$ cat config.mk
export PLATFORM = sky130hd
export DESIGN_NAME = periph_async_rx_flat
export DESIGN_NICKNAME = d
export VERILOG_FILES = /design/src/rtl/async_hs_pkg.sv /design/src/rtl/periph_async_rx_if.sv /design/src/rtl/hs_sync_fifo.sv /design/src/rtl/periph_async_rx.sv /design/src/flat_wrapper.sv
export SDC_FILE = /design/constraint.sdc
export NUM_CORES = 1
export LEC_CHECK = 0
export ABC_AREA = 1
export CAP_MARGIN = 30
export CORE_MARGIN = 3
export CORE_UTILIZATION = 54
export CTS_BUF_LIST = sky130_fd_sc_hd__clkbuf_4
export DETAILED_ROUTE_END_ITERATION = 6
export PLACE_DENSITY = 0.78
export SETUP_SLACK_MARGIN = 0.2
export SYNTH_ARGS = -nofsm -noshare
export SYNTH_HDL_FRONTEND = slang
export SYNTH_SLANG_ARGS = --single-unit
export TNS_END_PERCENT = 100
$ cat constraint.sdc
create_clock -name clk -period 2.9 [get_ports clk]
set_input_delay 0.58 -clock clk [delete_from_list [all_inputs] [get_ports clk]]
set_output_delay 0.58 -clock clk [all_outputs]
set_load 0.05 [all_outputs]
$ cat src/rtl/async_hs_pkg.sv
// Shared definitions for the CPU/peripheral send-ack handshake blocks.
// Holds the handshake FSM encoding, the transfer-counter width and a constant log2 helper.
package async_hs_pkg;

    typedef enum logic {
        HS_IDLE = 1'b0,
        HS_ACK  = 1'b1
    } hs_state_e;

    localparam int XFER_W = 16;

    // Ceiling log2 for sizing pointers and counters from parameters.
    function automatic int clog2(input int n);
        int r;
        r = 0;
        while ((1 << r) < n) r = r + 1;
        return r;
    endfunction

endpackage

$ cat src/rtl/periph_async_rx_if.sv
// Bundle of the handshake request side and the downstream valid/ready side of periph_async_rx.
// master = CPU/downstream environment, slave = the receiver block.
interface periph_async_rx_if
    import async_hs_pkg::*;
#(
    parameter int DW    = 8,
    parameter int DEPTH = 4
);

    logic                   send;
    logic [DW-1:0]          data_in;
    logic                   ack;
    logic [DW-1:0]          out_data;
    logic                   out_valid;
    logic                   out_ready;
    logic                   full;
    logic [clog2(DEPTH):0]  count;
    logic [XFER_W-1:0]      xfer_cnt;

    modport master (
        output send, data_in, out_ready,
        input  ack, out_data, out_valid, full, count, xfer_cnt
    );

    modport slave (
        input  send, data_in, out_ready,
        output ack, out_data, out_valid, full, count, xfer_cnt
    );

endinterface

$ cat src/rtl/hs_sync_fifo.sv
// Single-clock FIFO with wrap-bit pointers; occupancy and flags derive from registered pointers.
// Shared by the RX and TX sides of the handshake path.
module hs_sync_fifo
    import async_hs_pkg::*;
#(
    parameter int DW    = 8,
    parameter int DEPTH = 4
) (
    input  logic                  clk,
    input  logic                  rst,
    input  logic                  push_i,
    input  logic [DW-1:0]         data_i,
    input  logic                  pop_i,
    output logic [DW-1:0]         data_o,
    output logic                  full_o,
    output logic                  empty_o,
    output logic [clog2(DEPTH):0] count_o
);

    localparam int AW = clog2(DEPTH);

    logic [AW:0]   wr_ptr_q, wr_ptr_d;
    logic [AW:0]   rd_ptr_q, rd_ptr_d;
    logic [DW-1:0] mem_q [DEPTH];
    logic          do_push;
    logic          do_pop;

    // Flags come from registered state only, so a same-cycle pop never frees a slot for a push.
    assign count_o  = wr_ptr_q - rd_ptr_q;
    assign full_o   = (count_o == (AW+1)'(DEPTH));
    assign empty_o  = (count_o == '0);
    assign do_push  = push_i & ~full_o;
    assign do_pop   = pop_i & ~empty_o;
    assign wr_ptr_d = wr_ptr_q + (AW+1)'(do_push);
    assign rd_ptr_d = rd_ptr_q + (AW+1)'(do_pop);
    assign data_o   = mem_q[rd_ptr_q[AW-1:0]];

    // NOTE: sequential state uses non-blocking assignments so every flop samples pre-edge values.
    always_ff @(posedge clk or posedge rst) begin
        if (rst) begin
            wr_ptr_q <= '0;
            rd_ptr_q <= '0;
        end else begin
            wr_ptr_q <= wr_ptr_d;
            rd_ptr_q <= rd_ptr_d;
        end
    end

    // NOTE: storage is deliberately not reset; the pointers alone define which entries are live.
    always_ff @(posedge clk) begin
        if (do_push) mem_q[wr_ptr_q[AW-1:0]] <= data_i;
    end

endmodule

$ cat src/rtl/periph_async_rx.sv
// Peripheral-side receiver: synchronizes send, completes the 4-phase ack handshake,
// buffers each accepted word and presents it on a valid/ready port.
module periph_async_rx
    import async_hs_pkg::*;
#(
    parameter int DW    = 8,
    parameter int DEPTH = 4,
    parameter int SYNC  = 2
) (
    input logic               clk,
    input logic               rst,
    periph_async_rx_if.slave  bus
);

    logic [SYNC-1:0]       sync_q;
    logic                  send_s;
    hs_state_e             state_q;
    logic                  ack_q;
    logic [XFER_W-1:0]     xfer_cnt_q;
    logic                  push;
    logic                  fifo_full;
    logic                  fifo_empty;

    // Only the request crosses domains; data_in is bundled and sampled directly once send_s is high.
    always_ff @(posedge clk or posedge rst) begin
        if (rst) sync_q <= '0;
        else     sync_q <= {sync_q[SYNC-2:0], bus.send};
    end

    assign send_s = sync_q[SYNC-1];
    assign push   = (state_q == HS_IDLE) & send_s & ~fifo_full;

    always_ff @(posedge clk or posedge rst) begin
        if (rst) begin
            state_q    <= HS_IDLE;
            ack_q      <= 1'b0;
            xfer_cnt_q <= '0;
        end else if (state_q == HS_IDLE) begin
            if (push) begin
                state_q <= HS_ACK;
                ack_q   <= 1'b1;
            end
        end else if (!send_s) begin
            state_q    <= HS_IDLE;
            ack_q      <= 1'b0;
            xfer_cnt_q <= xfer_cnt_q + XFER_W'(1);
        end
    end

    hs_sync_fifo #(
        .DW    (DW),
        .DEPTH (DEPTH)
    ) u_fifo (
        .clk     (clk),
        .rst     (rst),
        .push_i  (push),
        .data_i  (bus.data_in),
        .pop_i   (bus.out_ready),
        .data_o  (bus.out_data),
        .full_o  (fifo_full),
        .empty_o (fifo_empty),
        .count_o (bus.count)
    );

    assign bus.ack       = ack_q;
    assign bus.out_valid = ~fifo_empty;
    assign bus.full      = fifo_full;
    assign bus.xfer_cnt  = xfer_cnt_q;

endmodule

$ cat src/flat_wrapper.sv
// flat-port wrapper written by rule: the top's interface ports become plain ports
module periph_async_rx_flat import async_hs_pkg::*;
#(
    parameter int DW    = 8,
    parameter int DEPTH = 4,
    parameter int SYNC  = 2
)
  (clk, rst, bus_send, bus_data_in, bus_out_ready, bus_ack, bus_out_data, bus_out_valid, bus_full, bus_count, bus_xfer_cnt);
  periph_async_rx_if #(.DW(DW), .DEPTH(DEPTH)) bus_i ();
  input logic clk;
  input logic rst;
  input wire logic [$bits(bus_i.send)-1:0] bus_send;
  input wire logic [$bits(bus_i.data_in)-1:0] bus_data_in;
  input wire logic [$bits(bus_i.out_ready)-1:0] bus_out_ready;
  output wire logic [$bits(bus_i.ack)-1:0] bus_ack;
  output wire logic [$bits(bus_i.out_data)-1:0] bus_out_data;
  output wire logic [$bits(bus_i.out_valid)-1:0] bus_out_valid;
  output wire logic [$bits(bus_i.full)-1:0] bus_full;
  output wire logic [$bits(bus_i.count)-1:0] bus_count;
  output wire logic [$bits(bus_i.xfer_cnt)-1:0] bus_xfer_cnt;
  assign bus_i.send = bus_send;
  assign bus_i.data_in = bus_data_in;
  assign bus_i.out_ready = bus_out_ready;
  assign bus_ack = bus_i.ack;
  assign bus_out_data = bus_i.out_data;
  assign bus_out_valid = bus_i.out_valid;
  assign bus_full = bus_i.full;
  assign bus_count = bus_i.count;
  assign bus_xfer_cnt = bus_i.xfer_cnt;
  periph_async_rx #(.DW(DW), .DEPTH(DEPTH), .SYNC(SYNC)) u_core (.clk(clk), .rst(rst), .bus(bus_i));
endmodule
Yosys cells after proc, flatten, opt, wreduce, memory -nomap -nowiden:

Memories as Yosys holds them, arrays and structs flattened.
Cells that the tools add are included.

* bits in registers: 26
* RAM bits: 32
* input port bits: 12
* output and inout port bits: 30
* word-level logic and storage cells: 33
* memories kept: 1

* add/subtract/negate cells: 4
* eq/ne operators: 2
* multiplexer cells: 8
* bitwise gates (word level): 8
* reductions and logical operators: 4

Memory list
* u_core.u_fifo.mem_q: words 4, bits a word 8, rd ports 1, clocked after Yosys merged registers in 0, write ports 1, line hs_sync_fifo.sv:24 `logic [DW-1:0] mem_q [DEPTH];`

Operator list (count)
* 16-bit by 1-bit adder with 16-bit output, second input constant: 1
* 1-bit two-way mux: 8
* 3-bit by 1-bit adder with 3-bit output: 2
* 1-bit AND: 4
* 1-bit NOT: 4
* 2-bit AND reduction: 2
* 3-bit equality test, second input constant: 1
* 3-bit zero test: 1
* 3-bit subtractor: 1
* 2-bit inequality test, second input constant: 1
* 2-bit nonzero test: 1

Longest topological paths before layout:

* depth after elaboration: 7
* gate-level depth with buffers: 11
* depth with buffers taken out: 11

Cells and area by module:

From an unflattened synthesis, not the netlist that was laid out.

* cell total of the unflattened synthesis: 242
* area, all modules: 2587.5 um2

By module, submodules not included
* hs_sync_fifo: instances 1, cells an instance 123, area each 1579.0 um2, seq. area each 1111.1 um2
* periph_async_rx: instances 1, cells an instance 119, area each 1008.5 um2, seq. area each 500.5 um2

Worst setup path before layout:

No wires, ideal clock.

* path type: reg2reg
* start point: reg u_core.u_fifo.rd_ptr_q[0]
* end point: reg u_core.u_fifo.rd_ptr_q[2]
* data arrival time: 2.217 ns
* path slack: 0.560 ns
* stages on the path, launching flop included: 11
* clock period less this slack: 2.340 ns
* cells stage by stage: dfrtp_1 ha_1 fa_1 nand3b_1 nand2_1 nand2_1 nand2_1 inv_1 ha_1 ha_1 xor2_1

* longest elaborated chain between the ends: 5

Ends and longest elaborated chain
* from (decl): line hs_sync_fifo.sv:23 `logic [AW:0] rd_ptr_q, rd_ptr_d;`
* from (signal assigned): line hs_sync_fifo.sv:45 `rd_ptr_q <= rd_ptr_d;`
* 3-bit subtractor: line hs_sync_fifo.sv:29 `assign count_o = wr_ptr_q - rd_ptr_q;`
* 3-bit zero test: line hs_sync_fifo.sv:31 `assign empty_o = (count_o == '0);`
* 1-bit NOT
* named net bus_out_valid: line flat_wrapper.sv:17 `output wire logic [$bits(bus_i.out_valid)-1:0] bus_out_valid;`
* 1-bit AND: line hs_sync_fifo.sv:33 `assign do_pop = pop_i & ~empty_o;`
* 3-bit by 1-bit adder with 3-bit output: line hs_sync_fifo.sv:35 `assign rd_ptr_d = rd_ptr_q + (AW+1)'(do_pop);`
* named net u_core.u_fifo.rd_ptr_d[2]: line hs_sync_fifo.sv:23

The timed path passes the listed nets, and every way through them passes these cells.
A chain may end at the register's enable or synchronous reset.

Worst setup path in the final report:

* start point: reg u_core.u_fifo.wr_ptr_q[0]
* end point: out bus_out_valid

* longest elaborated chain between the ends: 3

Ends and longest elaborated chain
* from (decl): line hs_sync_fifo.sv:22 `logic [AW:0] wr_ptr_q, wr_ptr_d;`
* from (signal assigned): line hs_sync_fifo.sv:44 `wr_ptr_q <= wr_ptr_d;`
* 3-bit subtractor: line hs_sync_fifo.sv:29
* 3-bit zero test: line hs_sync_fifo.sv:31
* 1-bit NOT: line periph_async_rx.sv:66 `assign bus.out_valid = ~fifo_empty;`
* to (decl): line flat_wrapper.sv:17

No other way between the ends.

==> impl_metrics.json <==
{
  "status": "finished clean",
  "synth_top_area_share_pct": 38.7,
  "worst_ep_arrival_time_ps": 2040,
  "syn2layout_area_growth_pct": 25.7,
  "numCtsBuffers": 9,
  "cts_tree": "built",
  "drt_drc_violations_left": 0,
  "cap_viol_max_count": 0,
  "max-slew-margin-rel_pct": 65.9,
  "r2r_setup_slack_ps": 520,
  "antennaDiodeCount": 0,
  "max_freq_mhz": 382,
  "synth_most_common_cell": "nand2_1",
  "synth-main-ff-cell": "edfxtp_1",
  "min_period_ps": 2620,
  "ys_ff_latch": 58,
  "grt_max_degree": 27,
  "clock-root-buffer": "clkbuf_4",
  "grt_pass1_wl_mm": 7.76,
  "clock-sinks": 58,
  "finalWorstSetupSlack_ps": 281,
  "syn_area_um2": 2480,
  "totalWireLength_mm": 4.69,
  "holdWs_ps": 363,
  "io_pins": 42,
  "antenna_left": 0,
  "core_um2": 4380,
  "ctsHoldBuffers": 0,
  "design_area_um2": 3120,
  "required_ps": 2320,
  "synth_common_cells": "43 x nand2_1, 32 x edfxtp_1, 31 x nor2_1",
  "worst_pin_slew_ps": 510,
  "num_vias": 1731,
  "die_w_um": 73.8,
  "grt_overflow": 0,
  "synth_edf_count": 32,
  "clkTransAtPathRegs_ps": 90,
  "seq_area_frac_synth_pct": 64.9,
  "clkLatencyLatePin_ps": 380,
  "worstSetupPathType": "flip-flop to output port",
  "rows": 24,
  "async_flop_share_pct": 44.8,
  "start_kind": "flip-flop",
  "ys_types": 21,
  "yosysWarnings": 0,
  "setup_viol": 0,
  "port_buffers": 41,
  "first_global_vias": 1697,
  "routedWlPerCell_um": 13.7,
  "p_leak_nw": 1.41,
  "power_density_nw_per_um2": 1120,
  "rsz0062_at_grt": "false",
  "path_max_fanout": 4,
  "drive_above_1_share_pct": 14.1,
  "syn-num-nets": 247,
  "worst_hold_path_type": "flip-flop to flip-flop",
  "netlist_instances": 228,
  "drtIter0Drc": 127,
  "final_nets": 305,
  "slew_violations": 0,
  "ir_drop_mv": 0.709,
  "cts.path.max_buffers": 2,
  "yosys.area.top_type": "edfxtp_1",
  "min_period_over_period_pct": 90.3,
  "track_usage_pct": 19.2,
  "cp-end-kind": "output port",
  "place_ws_ps": 517,
  "place_area_um2": 3000,
  "htree_levels": 3,
  "drt-vias-per-instance": 5.05,
  "gp_congestion": 0.830,
  "finalPower_mw": 3.50,
  "synth_area_leaders": "edfxtp_1 39%, dfrtp_1 26%, nand2_1 6.5%",
  "fin_skew_ps": 19.3,
  "syn_area_per_cell_um2": 10.9,
  "die-area_um2": 5450,
  "final.setup.tns_ps": 0,
  "dp_hpwl_mm": 3.37,
  "start_util_pct": 56.6,
  "dr.pass1.iters": 4,
  "hold_viol": 0,
  "antenna_found_initial": 0,
  "die_y_um": 73.8
}
==> metrics by stage <==
stage	instances	utilization, %
final	343	71.2
after global routing	343	71.2
after CTS	341	70.8
after detailed placement	325	68.4
after global placement	325	68.4
after floorplan	228	-
==> state kept, by name, indices dropped and copies added, names as in the netlist <==
signal	flops
u_core.bus.ack	1
u_core.sync_q	2
u_core.state_q	1
u_core.u_fifo.wr_ptr_q	3
u_core.u_fifo.mem_q	32
u_core.u_fifo.rd_ptr_q	3
u_core.bus.xfer_cnt	16
==> critical path: stages (launching register included) <==
cell and delay, ps:
dfrtp_1 410, inv_1 100, ha_1 220, fa_1 370, nand3b_1 200, nand2_1 110
nand2_1 110, buf_12 170
==> cell families after synthesis <==
kind of cell | count (synthesis) | synth area share, %
and+or+nand+nor | 93 | 16.2
buffers and inverters | 31 | 4.79
xor gates and xnor gates | 13 | 4.59
AOI/OAI and AO/OA | 26 | 5.64
DFF | 58 | 64.9
adders and majority gates | 7 | 3.83
==> metal layers <==
layer,part of all wire (%),vias to the layer above,wire length [um],track usage [%]
li1,-,866,-,-
met1,44,817,2080,24.7
met2,50,42,2340,30.3
met3,4.4,6,206,5.75
met4,1.3,0,63,8.25
met5,0,-,0,0
==> cells in the final DEF (no fill, tap or decap) <==
cell type / synthesis / routed
nand2_2: 2 / 2
buf_4: 0 / 13
o21ai_0: 17 / 17
nand2_1: 43 / 43
inv_2: 0 / 1
nand3b_1: 2 / 2
buf_12: 0 / 2
clkinv_2: 0 / 4
xor2_1: 7 / 7
clkbuf_4: 0 / 10
nand2_4: 1 / 1
xnor2_1: 6 / 6
edfxtp_1: 32 / 32
nand3_1: 7 / 6
nor3_1: 2 / 2
dfrtp_1: 26 / 26
nor2_2: 2 / 2
inv_1: 29 / 28
clkinvlp_4: 0 / 2
nand4_1: 1 / 1
clkdlybuf4s50_1: 0 / 29
nor2_4: 2 / 2
dlygate4sd2_1: 0 / 4
nand3_2: 0 / 1
o21ai_1: 1 / 1
ha_1: 6 / 6
clkbuf_2: 0 / 1
o22ai_1: 8 / 8
fa_1: 1 / 1
nor2_1: 31 / 31
==> path summary, 6_finish.rpt <==
kind / start / to / cells after the start
setup / recovery: u_core.u_fifo.wr_ptr_q[0] / bus_out_valid / 7
hold / removal: u_core.sync_q[0] / u_core.sync_q[1] / 0
setup reg to reg: u_core.u_fifo.wr_ptr_q[0] / u_core.u_fifo.wr_ptr_q[2] / 11
hold reg to reg: u_core.sync_q[0] / u_core.sync_q[1] / 0
max in group asynchronous: rst / u_core.u_fifo.wr_ptr_q[0] / 3
min in group asynchronous: rst / u_core.u_fifo.rd_ptr_q[0] / 3
==> report_power, final <==
| group | internal (mW) | switching, mW | total (mW) |
|---|---|---|---|
| registers | 1.05 | 0.128 | 1.18 |
| clock network | 0.180 | 0.283 | 0.462 |
| logic | 0.602 | 1.26 | 1.86 |
| total | 1.84 | 1.67 | 3.50 |
==> repair_timing <==
item                                    4_1_cts  5_1_grt
setup buffers                                 0        2
gates resized for setup                       5        4
endpoints found under the setup margin        5        3
==> layout make-up <==
cell class	count	area, um2
Timing Repair Buffer	49	468
Inverter	29	109
Fill cell	318	1260
Tap cell	52	65.1
Sequential cell	58	1610
Multi-Input combinational cell	139	757
Clock inverter	6	35.0
Clock buffer	10	75.1
Power figures use the tool's default switching activity.
